### config.mk
export PLATFORM = sky130hd
export DESIGN_NAME = regfile_670_ctl_flat
export DESIGN_NICKNAME = d
export VERILOG_FILES = /design/src/rtl/regfile_670_pkg.sv /design/src/rtl/regfile_670_ctl_if.sv /design/src/rtl/regfile_670_ctl_rr_arb2.sv /design/src/rtl/regfile_670_ctl.sv /design/src/flat_wrapper.sv
export SDC_FILE = /design/constraint.sdc
export NUM_CORES = 1
export LEC_CHECK = 0
export BUFFER_PORTS_ARGS = -buffer_cell sky130_fd_sc_hd__buf_2
export CORE_ASPECT_RATIO = 0.7
export CORE_MARGIN = 2
export CORE_UTILIZATION = 35
export CTS_BUF_LIST = sky130_fd_sc_hd__clkbuf_2 sky130_fd_sc_hd__clkbuf_4 sky130_fd_sc_hd__clkbuf_8
export DETAILED_ROUTE_END_ITERATION = 7
export PLACE_DENSITY = 0.58
export SYNTH_ARGS = -nofsm -noshare
export SYNTH_HDL_FRONTEND = slang
export SYNTH_SLANG_ARGS = --single-unit
export TNS_END_PERCENT = 10
### constraint.sdc
create_clock -name clk -period 2.05 [get_ports clk]
set_input_delay 0.3075 -clock clk [delete_from_list [all_inputs] [get_ports clk]]
set_output_delay 0.3075 -clock clk [all_outputs]
set_load 0.005 [all_outputs]
### src/rtl/regfile_670_pkg.sv
// Shared definitions for the two-requester register-file controller:
// FSM state encoding, default strobe widths and the strobe-counter load helper.
package regfile_670_pkg;

    typedef enum logic [2:0] {
        IDLE      = 3'd0,
        W_SETUP   = 3'd1,
        W_STROBE  = 3'd2,
        W_HOLD    = 3'd3,
        R_ACCESS  = 3'd4,
        R_CAPTURE = 3'd5
    } state_e;

    localparam int WE_CYCLES_DEF = 2;
    localparam int RD_CYCLES_DEF = 2;

    // Counter load value: the counter runs from cycles-1 down to zero.
    function automatic logic [3:0] strobe_load(input int cycles);
        return 4'(cycles - 1);
    endfunction

endpackage

### src/rtl/regfile_670_ctl_if.sv
// Requester-side bus of the register-file controller (two requesters, A and B).
interface regfile_670_ctl_if;
    logic       req_a;
    logic       req_b;
    logic       wr_a;
    logic       wr_b;
    logic [1:0] addr_a;
    logic [1:0] addr_b;
    logic [3:0] wdata_a;
    logic [3:0] wdata_b;
    logic       ack_a;
    logic       ack_b;
    logic [3:0] rdata;

    modport master (
        output req_a, req_b, wr_a, wr_b, addr_a, addr_b, wdata_a, wdata_b,
        input  ack_a, ack_b, rdata
    );

    modport slave (
        input  req_a, req_b, wr_a, wr_b, addr_a, addr_b, wdata_a, wdata_b,
        output ack_a, ack_b, rdata
    );
endinterface

### src/rtl/regfile_670_ctl_rr_arb2.sv
// Two-way round-robin arbiter: combinational grant, pointer advances when the
// controller accepts a request. After reset requester A (bit 0) is favoured.
module rr_arb2 (
    input  logic       clk,
    input  logic       reset,
    input  logic [1:0] req,
    input  logic       advance,
    output logic [1:0] grant
);
    logic favour_b_r;

    // Grant selection: a lone request wins outright, a tie goes to the favoured side.
    always_comb begin
        grant = 2'b00;
        if (req == 2'b11) begin
            if (favour_b_r) begin
                grant = 2'b10;
            end else begin
                grant = 2'b01;
            end
        end else if (req[0]) begin
            grant = 2'b01;
        end else if (req[1]) begin
            grant = 2'b10;
        end else begin
            grant = 2'b00;
        end
    end

    // Pointer update: after granting A, B is favoured next time, and vice versa.
    always_ff @(posedge clk) begin
        if (reset) begin
            favour_b_r <= 1'b0;
        end else if (advance) begin
            favour_b_r <= grant[0];
        end else begin
            favour_b_r <= favour_b_r;
        end
    end
endmodule

### src/rtl/regfile_670_ctl.sv
// Two-requester register-file access controller. One FSM sequences write
// (setup / strobe / hold) and read (access / capture) cycles; every regfile
// strobe and handshake output comes straight from a flop.
module regfile_670_ctl
    import regfile_670_pkg::*;
#(
    parameter int WE_CYCLES = WE_CYCLES_DEF,
    parameter int RD_CYCLES = RD_CYCLES_DEF
) (
    input  logic              clk,
    input  logic              reset,
    regfile_670_ctl_if.slave  bus,
    output logic [3:0]        rf_d,
    output logic              rf_d_oe,
    output logic [1:0]        rf_wa,
    output logic [1:0]        rf_ra,
    output logic              rf_we_n,
    output logic              rf_re_n,
    input  logic [3:0]        rf_q
);
    state_e     state_r, state_s;
    logic [3:0] cnt_r;
    logic       grant_b_r;
    logic [1:0] req_s, gnt_s;
    logic       adv_s, op_wr_s;
    logic [1:0] sel_addr_s;
    logic [3:0] sel_wdata_s;
    logic       we_n_s, re_n_s, oe_s, ack_a_s, ack_b_s;
    logic       we_n_r, re_n_r, oe_r, ack_a_r, ack_b_r;
    logic [3:0] rdata_r, rf_d_r;
    logic [1:0] rf_wa_r, rf_ra_r;

    assign req_s = {bus.req_b, bus.req_a};
    assign adv_s = (state_r == IDLE) && (req_s != 2'b00);

    rr_arb2 u_arb (
        .clk     (clk),
        .reset   (reset),
        .req     (req_s),
        .advance (adv_s),
        .grant   (gnt_s)
    );

    // Operation fields of whichever requester the arbiter is granting.
    always_comb begin
        op_wr_s     = 1'b0;
        sel_addr_s  = 2'd0;
        sel_wdata_s = 4'd0;
        if (gnt_s[1]) begin
            op_wr_s     = bus.wr_b;
            sel_addr_s  = bus.addr_b;
            sel_wdata_s = bus.wdata_b;
        end else begin
            op_wr_s     = bus.wr_a;
            sel_addr_s  = bus.addr_a;
            sel_wdata_s = bus.wdata_a;
        end
    end

    // State register.
    always_ff @(posedge clk) begin
        if (reset) begin
            state_r <= IDLE;
        end else begin
            state_r <= state_s;
        end
    end

    // Next-state logic; the strobe phases end when the down-counter reaches zero.
    always_comb begin
        state_s = state_r;
        case (state_r)
            IDLE: begin
                if (adv_s) begin
                    if (op_wr_s) begin
                        state_s = W_SETUP;
                    end else begin
                        state_s = R_ACCESS;
                    end
                end else begin
                    state_s = IDLE;
                end
            end
            W_SETUP:  state_s = W_STROBE;
            W_STROBE: begin
                if (cnt_r == 4'd0) begin
                    state_s = W_HOLD;
                end else begin
                    state_s = W_STROBE;
                end
            end
            W_HOLD:   state_s = IDLE;
            R_ACCESS: begin
                if (cnt_r == 4'd0) begin
                    state_s = R_CAPTURE;
                end else begin
                    state_s = R_ACCESS;
                end
            end
            R_CAPTURE: state_s = IDLE;
            default:   state_s = IDLE;
        endcase
    end

    // Output decode from the upcoming state, so the flops below present it in step with state_r.
    always_comb begin
        we_n_s  = 1'b1;
        re_n_s  = 1'b1;
        oe_s    = 1'b0;
        ack_a_s = 1'b0;
        ack_b_s = 1'b0;
        case (state_s)
            W_SETUP:  oe_s = 1'b1;
            W_STROBE: begin
                oe_s   = 1'b1;
                we_n_s = 1'b0;
            end
            W_HOLD: begin
                oe_s    = 1'b1;
                ack_a_s = !grant_b_r;
                ack_b_s = grant_b_r;
            end
            R_ACCESS: re_n_s = 1'b0;
            R_CAPTURE: begin
                ack_a_s = !grant_b_r;
                ack_b_s = grant_b_r;
            end
            default: begin
                oe_s = 1'b0;
            end
        endcase
    end

    // Registered strobes, bus drive enable and acknowledges.
    always_ff @(posedge clk) begin
        if (reset) begin
            we_n_r  <= 1'b1;
            re_n_r  <= 1'b1;
            oe_r    <= 1'b0;
            ack_a_r <= 1'b0;
            ack_b_r <= 1'b0;
        end else begin
            we_n_r  <= we_n_s;
            re_n_r  <= re_n_s;
            oe_r    <= oe_s;
            ack_a_r <= ack_a_s;
            ack_b_r <= ack_b_s;
        end
    end

    // Grant-time latching of owner/address/data, strobe counting and read capture.
    always_ff @(posedge clk) begin
        if (reset) begin
            grant_b_r <= 1'b0;
            cnt_r     <= 4'd0;
            rdata_r   <= 4'd0;
            rf_wa_r   <= 2'd0;
            rf_ra_r   <= 2'd0;
            rf_d_r    <= 4'd0;
        end else begin
            case (state_r)
                IDLE: begin
                    if (adv_s) begin
                        grant_b_r <= gnt_s[1];
                        if (op_wr_s) begin
                            cnt_r   <= strobe_load(WE_CYCLES);
                            rf_wa_r <= sel_addr_s;
                            rf_d_r  <= sel_wdata_s;
                        end else begin
                            cnt_r   <= strobe_load(RD_CYCLES);
                            rf_ra_r <= sel_addr_s;
                        end
                    end
                end
                W_STROBE: begin
                    if (cnt_r != 4'd0) begin
                        cnt_r <= cnt_r - 4'd1;
                    end
                end
                R_ACCESS: begin
                    if (cnt_r != 4'd0) begin
                        cnt_r <= cnt_r - 4'd1;
                    end else begin
                        rdata_r <= rf_q;
                    end
                end
                default: begin
                    cnt_r <= cnt_r;
                end
            endcase
        end
    end

    assign rf_we_n   = we_n_r;
    assign rf_re_n   = re_n_r;
    assign rf_d_oe   = oe_r;
    assign rf_d      = rf_d_r;
    assign rf_wa     = rf_wa_r;
    assign rf_ra     = rf_ra_r;
    assign bus.ack_a = ack_a_r;
    assign bus.ack_b = ack_b_r;
    assign bus.rdata = rdata_r;
endmodule

### src/flat_wrapper.sv
// flat-port wrapper written by rule: the top's interface ports become plain ports
module regfile_670_ctl_flat import regfile_670_pkg::*;
#(
    parameter int WE_CYCLES = WE_CYCLES_DEF,
    parameter int RD_CYCLES = RD_CYCLES_DEF
)
  (clk, reset, rf_d, rf_d_oe, rf_wa, rf_ra, rf_we_n, rf_re_n, rf_q, bus_req_a, bus_req_b, bus_wr_a, bus_wr_b, bus_addr_a, bus_addr_b, bus_wdata_a, bus_wdata_b, bus_ack_a, bus_ack_b, bus_rdata);
  regfile_670_ctl_if bus_i ();
  input  logic clk;
  input  logic reset;
  output logic [3:0] rf_d;
  output logic rf_d_oe;
  output logic [1:0] rf_wa;
  output logic [1:0] rf_ra;
  output logic rf_we_n;
  output logic rf_re_n;
  input  logic [3:0] rf_q;
  input wire logic [$bits(bus_i.req_a)-1:0] bus_req_a;
  input wire logic [$bits(bus_i.req_b)-1:0] bus_req_b;
  input wire logic [$bits(bus_i.wr_a)-1:0] bus_wr_a;
  input wire logic [$bits(bus_i.wr_b)-1:0] bus_wr_b;
  input wire logic [$bits(bus_i.addr_a)-1:0] bus_addr_a;
  input wire logic [$bits(bus_i.addr_b)-1:0] bus_addr_b;
  input wire logic [$bits(bus_i.wdata_a)-1:0] bus_wdata_a;
  input wire logic [$bits(bus_i.wdata_b)-1:0] bus_wdata_b;
  output wire logic [$bits(bus_i.ack_a)-1:0] bus_ack_a;
  output wire logic [$bits(bus_i.ack_b)-1:0] bus_ack_b;
  output wire logic [$bits(bus_i.rdata)-1:0] bus_rdata;
  assign bus_i.req_a = bus_req_a;
  assign bus_i.req_b = bus_req_b;
  assign bus_i.wr_a = bus_wr_a;
  assign bus_i.wr_b = bus_wr_b;
  assign bus_i.addr_a = bus_addr_a;
  assign bus_i.addr_b = bus_addr_b;
  assign bus_i.wdata_a = bus_wdata_a;
  assign bus_i.wdata_b = bus_wdata_b;
  assign bus_ack_a = bus_i.ack_a;
  assign bus_ack_b = bus_i.ack_b;
  assign bus_rdata = bus_i.rdata;
  regfile_670_ctl #(.WE_CYCLES(WE_CYCLES), .RD_CYCLES(RD_CYCLES)) u_core (.clk(clk), .reset(reset), .bus(bus_i), .rf_d(rf_d), .rf_d_oe(rf_d_oe), .rf_wa(rf_wa), .rf_ra(rf_ra), .rf_we_n(rf_we_n), .rf_re_n(rf_re_n), .rf_q(rf_q));
endmodule
==> impl_results.md, run 1 <==
- Outcome: complete, no violations
- Setup Buffers After CTS: 0
- Commonest non-fill, non-tap cell in the layout: buf_2
- Port Buf Inserts: 38
- Max Clk Rate: 586 MHz
- Clock sink count: 26
- CP bufs+invs: 1
- Worst Reg-to-Reg Cells: 6
- Clock latency on the worst-skew pair: 0.27 ns
- Ys async rst share: 0%
- Starting Density: 37.2%
- Initial drt markers: 39
- Reg clk slew, reported paths: 0.09 ns
- Total core area: 0.00360 mm2
- Worst reg2reg endpoint: u_core.cnt_r[3]$_SDFFE_PP0P_
- Yosys cell types: 38
- DIE WIDTH: 77.9 um
- Crit-path slowest cell: nor4b_4
- CTS Buffer Depth: 2
- Period utilization: 83.3%
- CP top delay family: simple AND/OR/NAND/NOR gates
- Final hold slack: 0.270 ns
- Setup violators final: 0
- Main synth FF type: dfxtp_1
- Overall power: 0.00186 W
- Via density: 4.90
- Post-CTS sizing: 0
- Die Y: 55.7 um
- Area Overhead vs Synth: 17.4%
- Synthesized area: 0.00134 mm2
- TritonCTS buffer count: 3
- Initial antenna violation count: 0
- Syn Inst Count: 137
- NumNets Final: 196
- Drt pass-1 iters: 4
- RSZ-0062 raised after global routing: false
- Gr usage total: 13.1%
- Crit-path max cell delay: 0.41 ns
- DIE AREA: 0.00434 mm2
- WS Path Type: reg -> reg
- Setup TNS: 0 ns
- Hold buffers post-CTS: 0
- Pins Over Slew Limit: 0
- Min-delay src: rf_q[2]
- First-pass GRT wire length: 4600 um
- Worst R2R Setup Slack: 0.34 ns
- Syn_nets: 161
- Critical path peak fanout: 6
- Vias in the first global route: 965
- FF-to-FF Start: u_core.cnt_r[0]$_SDFFE_PP0P_
- Drt total wl: 2750 um
- Post-synth EDFFs: 0
- WHS Path Cells: 3
- Post-synthesis register bit count: 26
- Power density over the cells: 1180 mW/mm2
- Worst Path Arrival: 1.87 ns
- Hold WC Path Type: in -> reg
- Seq/Total Area, Yosys: 38.9%
- Required @ worst endpoint: 2.21 ns
- Clock Skews: 0.00517 ns
- Final hold violation count: 0
- Via count: 1079
- GRT overflow: 0
- Leak Pwr: 0.708 nW
- Routed Antenna Nets: 0
- Final HPWL DP: 2100 um
- Critical-path cell list: inv_1, ha_1, and4bb_4, nor4b_4, nand4_1, mux2i_1
- N_diodes: 0
- Worst-margin pin slew: 0.519 ns
- Max_cap viols: 0
- Routed len/inst: 12.5 um
- Hold Path Sink: u_core.bus.rdata[2]$_SDFFE_PP0P_
- CTS H-tree depth: 1
- Max VDD drop: 0.000431 V
- Mean area per synthesized cell: 9.77 um2
- Largest net degree at the start of global routing: 28
- IO Pins: 39
- DRC viols: 0
- Routability Congestion: 0.814
- Max_slew headroom: 65.4%
- Rows: 18
- TritonCTS clock tree: done
- Worst setup SP type: flop
- Most frequent cells in the layout: buf_2 (38), dfxtp_1 (26), nor2_1 (11)
- Crit end category: flop
- Root Driver: clkbuf_8
- Min Clock Period, post-route: 1.71 ns
- Fraction of layout cells with a size suffix above 1: 32.9%
- Synth Warn #: 0
-- how the worst max path moves through the flow --
stage / from / to / depth (start not counted)
2_1_floorplan: u_core.cnt_r[0]$_SDFFE_PP0P_ / u_core.cnt_r[0]$_SDFFE_PP0P_ / 6
3_3_place_gp: u_core.cnt_r[0]$_SDFFE_PP0P_ / u_core.cnt_r[3]$_SDFFE_PP0P_ / 6
3_5_place_dp: u_core.cnt_r[0]$_SDFFE_PP0P_ / u_core.cnt_r[3]$_SDFFE_PP0P_ / 6
4_1_cts: u_core.cnt_r[0]$_SDFFE_PP0P_ / u_core.cnt_r[3]$_SDFFE_PP0P_ / 6
5_1_grt: u_core.cnt_r[0]$_SDFFE_PP0P_ / u_core.bus.rdata[0]$_SDFFE_PP0P_ / 6
6_report: u_core.cnt_r[0]$_SDFFE_PP0P_ / u_core.cnt_r[3]$_SDFFE_PP0P_ / 6
-- layer usage --
| metal | global-route usage, % | wire length (um) | vias to the layer above |
|---|---|---|---|
| li1 | - | - | 552 |
| met1 | 19.2 | 1430 | 499 |
| met2 | 19.1 | 1220 | 28 |
| met3 | 3.57 | 98 | 0 |
| met4 | 3.01 | 0 | 0 |
| met5 | 0 | 0 | - |
-- cell type report --
type | instances | area (um2)
fill | 378 | 2030
tap | 50 | 62.6
multi-input combinational | 95 | 727
clock buffer | 3 | 41.3
timing repair buffer | 38 | 190
sequential | 26 | 520
inverter | 8 | 30.0
-- logic make-up after synthesis --
logic type,share of synthesized area (%)
xor+xnor,1.31
compound gates,14.8
buf+inv,6.82
fa+ha+maj,1.87
simple gates,28.9
flops,38.9
mux,7.48
-- sequential cells by signal, indices dropped and copies added (netlist names), 2 cells and up --
name,cells
u_core.bus.rdata,4
u_core.cnt_r,4
u_core.rf_d,4
u_core.rf_ra,2
u_core.rf_wa,2
u_core.state_r,3
-- synth_stat cells (2+ instances only) --
cell,n,share of area (%)
nor3b_1,2,1.1
a221oi_2,4,4.5
nand2b_1,10,4.7
ha_1,2,1.9
o21ai_0,6,2.2
nor2_1,11,3.1
nor3_1,4,1.5
nand3_1,6,2.2
a21oi_1,5,1.9
dfxtp_1,26,39
mux2i_1,10,7.5
clkbuf_1,2,0.56
xnor2_1,2,1.3
buf_6,4,3.4
nand4_1,2,0.93
nand4b_1,4,2.6
inv_1,8,2.2
nand2_1,7,2.0
a21o_1,3,1.7
-- tightest hold or removal path, cell delays in order --
cell	delay (ns)
buf_2	0.07
mux2i_1	0.05
nor2_1	0.07
-- where the power goes --
part           internal (W)  leakage (nW)  total (W)  switching (W)
Combinational      0.000389         0.473   0.000816       0.000427
Clock              0.000131        0.0216   0.000279       0.000148
Sequential         0.000640         0.213   0.000761       0.000122
-- stage by stage --
stage               worst slack, ns  util [%]  instance area (um2)  cells
global route                  0.130      43.6                 1570    220
detailed placement            0.365      42.5                 1530    217
global placement              0.427      42.5                 1530    217
finish                        0.343      43.6                 1570    220
CTS                           0.346      43.6                 1570    220
floorplan                     0.496         -                 1340    137
Power figures use the tool's default switching activity.
==> run 2, diff against run 1 <==
--- a/config.mk
+++ b/config.mk
@@ -11,7 +11,7 @@
 export CORE_UTILIZATION = 35
 export CTS_BUF_LIST = sky130_fd_sc_hd__clkbuf_2 sky130_fd_sc_hd__clkbuf_4 sky130_fd_sc_hd__clkbuf_8
 export DETAILED_ROUTE_END_ITERATION = 7
-export PLACE_DENSITY = 0.58
+export PLACE_DENSITY = 0.6
 export SYNTH_ARGS = -nofsm -noshare
 export SYNTH_HDL_FRONTEND = slang
 export SYNTH_SLANG_ARGS = --single-unit
==> constraint.sdc (replaced) <==
create_clock -name clk -period 1.4 [get_ports clk]
set_input_delay 0.21 -clock clk [delete_from_list [all_inputs] [get_ports clk]]
set_output_delay 0.21 -clock clk [all_outputs]
set_load 0.005 [all_outputs]
==> impl_results.md, run 2 (synthesis results as in run 1) <==
- Outcome: finished, violations left
- Failing checks: negative setup slack
- Final HPWL DP: 2300 um (+9.6%)
- Min Clock Period, post-route: 1.54 ns (-0.170 ns)
- WHS Path Cells: 3 (unchanged)
- Worst setup SP type: flop
- Routability Congestion: 0.793 (-2.5%)
- Reg clk slew, reported paths: 0.09 ns (about the same)
- Pins Over Slew Limit: 0 (unchanged)
- Die Y: 55.7 um (unchanged)
- Crit end category: flop
- Final hold slack: 0.166 ns (-0.103 ns)
- Setup ws final: -0.137 ns (-0.480 ns)
- Via density: 4.81 (-2.0%)
- Hold WC Path Type: in -> reg
- Drt pass-1 iters: 6 (+2)
- DRC viols: 0 (unchanged)
- NumNets Final: 218 (+11%)
- Initial antenna violation count: 0 (unchanged)
- Max Clk Rate: 651 MHz (+11%)
- Most frequent cells in the layout: buf_2 (38), buf_4 (22), dfxtp_1 (21)
- CTS H-tree depth: 1 (unchanged)
- Starting Density: 37.2% (unchanged)
- CP top delay family: simple AND/OR/NAND/NOR gates
- Setup violators final: 4 (+4)
- N_diodes: 0 (unchanged)
- GRT overflow: 0 (unchanged)
- IO Pins: 39 (unchanged)
- Crit-path slowest cell: dfxtp_2
- Max_slew headroom: 64.2% (-1.2 points)
- Post-Layout Inst Area: 0.00182 mm2 (+16%)
- DIE WIDTH: 77.9 um (unchanged)
- Worst-margin pin slew: 0.537 ns (+0.0181 ns)
- Dpl cell area: 0.00169 mm2 (+11%)
- Routed len/inst: 12.5 um (about the same)
- Fraction of layout cells with a size suffix above 1: 47.7% (+15 points)
- Clock sink count: 26 (unchanged)
- Crit-path max cell delay: 0.35 ns (-0.06 ns)
- Clock latency on the worst-skew pair: 0.27 ns (about the same)
- Required @ worst endpoint: 1.55 ns (-0.66 ns)
- Critical path depth in cells: 7 (+1)
- Initial drt markers: 70 (+79%)
- Largest net degree at the start of global routing: 28 (unchanged)
- TritonCTS buffer count: 3 (unchanged)
- Routed Antenna Nets: 0 (unchanged)
- Gr usage total: 14.5% (+1.4 points)
- Max VDD drop: 0.000754 V (+75%)
- WS Path Type: reg -> reg
- First-pass GRT wire length: 5090 um (+11%)
- Total core area: 0.00360 mm2 (unchanged)
- Critical path peak fanout: 6 (unchanged)
- Period utilization: 110% (+27 points)
- Power density over the cells: 1850 mW/mm2 (+56%)
- RSZ-0062 raised after global routing: true
- Port Buf Inserts: 38 (unchanged)
- Max_cap viols: 0 (unchanged)
- Critical-path cell list: inv_2, ha_4, and4bb_4, nor4b_4, buf_4, mux2i_1, nor2_1
- Final hold violation count: 0 (unchanged)
- Via count: 1168 (+8.2%)
- Drt total wl: 3030 um (+10%)
- CP bufs+invs: 2 (+1)
- Commonest non-fill, non-tap cell in the layout: buf_2
- Worst Path Arrival: 1.68 ns (-0.19 ns)
- Vias in the first global route: 1164 (+21%)
- CTS Buffer Depth: 2 (unchanged)
- Clock Skews: 0.000945 ns (-0.00423 ns)
- Root Driver: clkbuf_8
- Hold buffers post-CTS: 0 (unchanged)
- TritonCTS clock tree: done
- Rows: 18 (unchanged)
- Area Overhead vs Synth: 35.6%
- Leak Pwr: 0.836 nW (+18%)
- DIE AREA: 0.00434 mm2 (unchanged)
- Worst Reg-to-Reg Cells: 7 (+1)
run 2: through the flow:
step / total power [W] / utilization [%] / setup TNS (ns) / instances / setup slack [ns]
finish: 0.00336 / 50.4 / -0.513 / 243 / -0.137
global route: 0.00359 / 50.4 / -0.829 / 243 / -0.230
CTS: 0.00335 / 49.8 / -0.490 / 242 / -0.136
detailed placement: 0.00263 / 46.9 / -1.31 / 236 / -0.245
global placement: 0.00260 / 46.9 / -1.10 / 236 / -0.197
floorplan: 0.00213 / - / -0.477 / 137 / -0.148
run 2: area by class of cell:
| class | instances | area [um2] |
|---|---|---|
| multi-input cells | 95 | 767 |
| inverters | 8 | 30.0 |
| flip-flops and latches | 26 | 529 |
| clock inverters | 1 | 30.0 |
| well taps | 50 | 62.6 |
| repair buffers | 60 | 355 |
| clock buffers | 3 | 41.3 |
| fillers | 350 | 1790 |
run 2: worst paths after layout:
check	from	to	slack (ns)
min	rf_q[1]	u_core.bus.rdata[1]$_SDFFE_PP0P_	0.17
min reg2reg	u_core.rf_d[1]$_SDFFE_PP0P_	u_core.rf_d[1]$_SDFFE_PP0P_	0.47
max reg2reg	u_core.cnt_r[0]$_SDFFE_PP0P_	u_core.cnt_r[1]$_SDFFE_PP0P_	-0.14
max	u_core.cnt_r[0]$_SDFFE_PP0P_	u_core.cnt_r[1]$_SDFFE_PP0P_	-0.14
run 2: per-layer routing:
metal	vias to the layer above	routed length (um)	track usage [%]
li1	594	-	-
met1	547	1410	19.5
met2	23	1460	24.0
met3	4	128	4.38
met4	0	27	1.50
met5	-	0	0
run 2: timing repair:
| item | 4_1_cts | 5_1_grt |
|---|---|---|
| setup buffers | 2 | 1 |
| endpoints found under the setup margin | 16 | 16 |
| pin swaps | 2 | 4 |
| gates resized for setup | 6 | 6 |
| hold endpoints to repair | 0 | 0 |
run 2: power breakdown:
group,internal (W),switching [W],leakage [nW]
registers,0.000950,0.000147,0.215
clock network,0.000383,0.000236,0.0357
logic,0.000878,0.000762,0.585
total,0.00221,0.00114,0.836
run 2: tightest hold or removal path, stage by stage:
cell	delay, ns
buf_2	0.07
mux2i_1	0.05
nor2_1	0.07
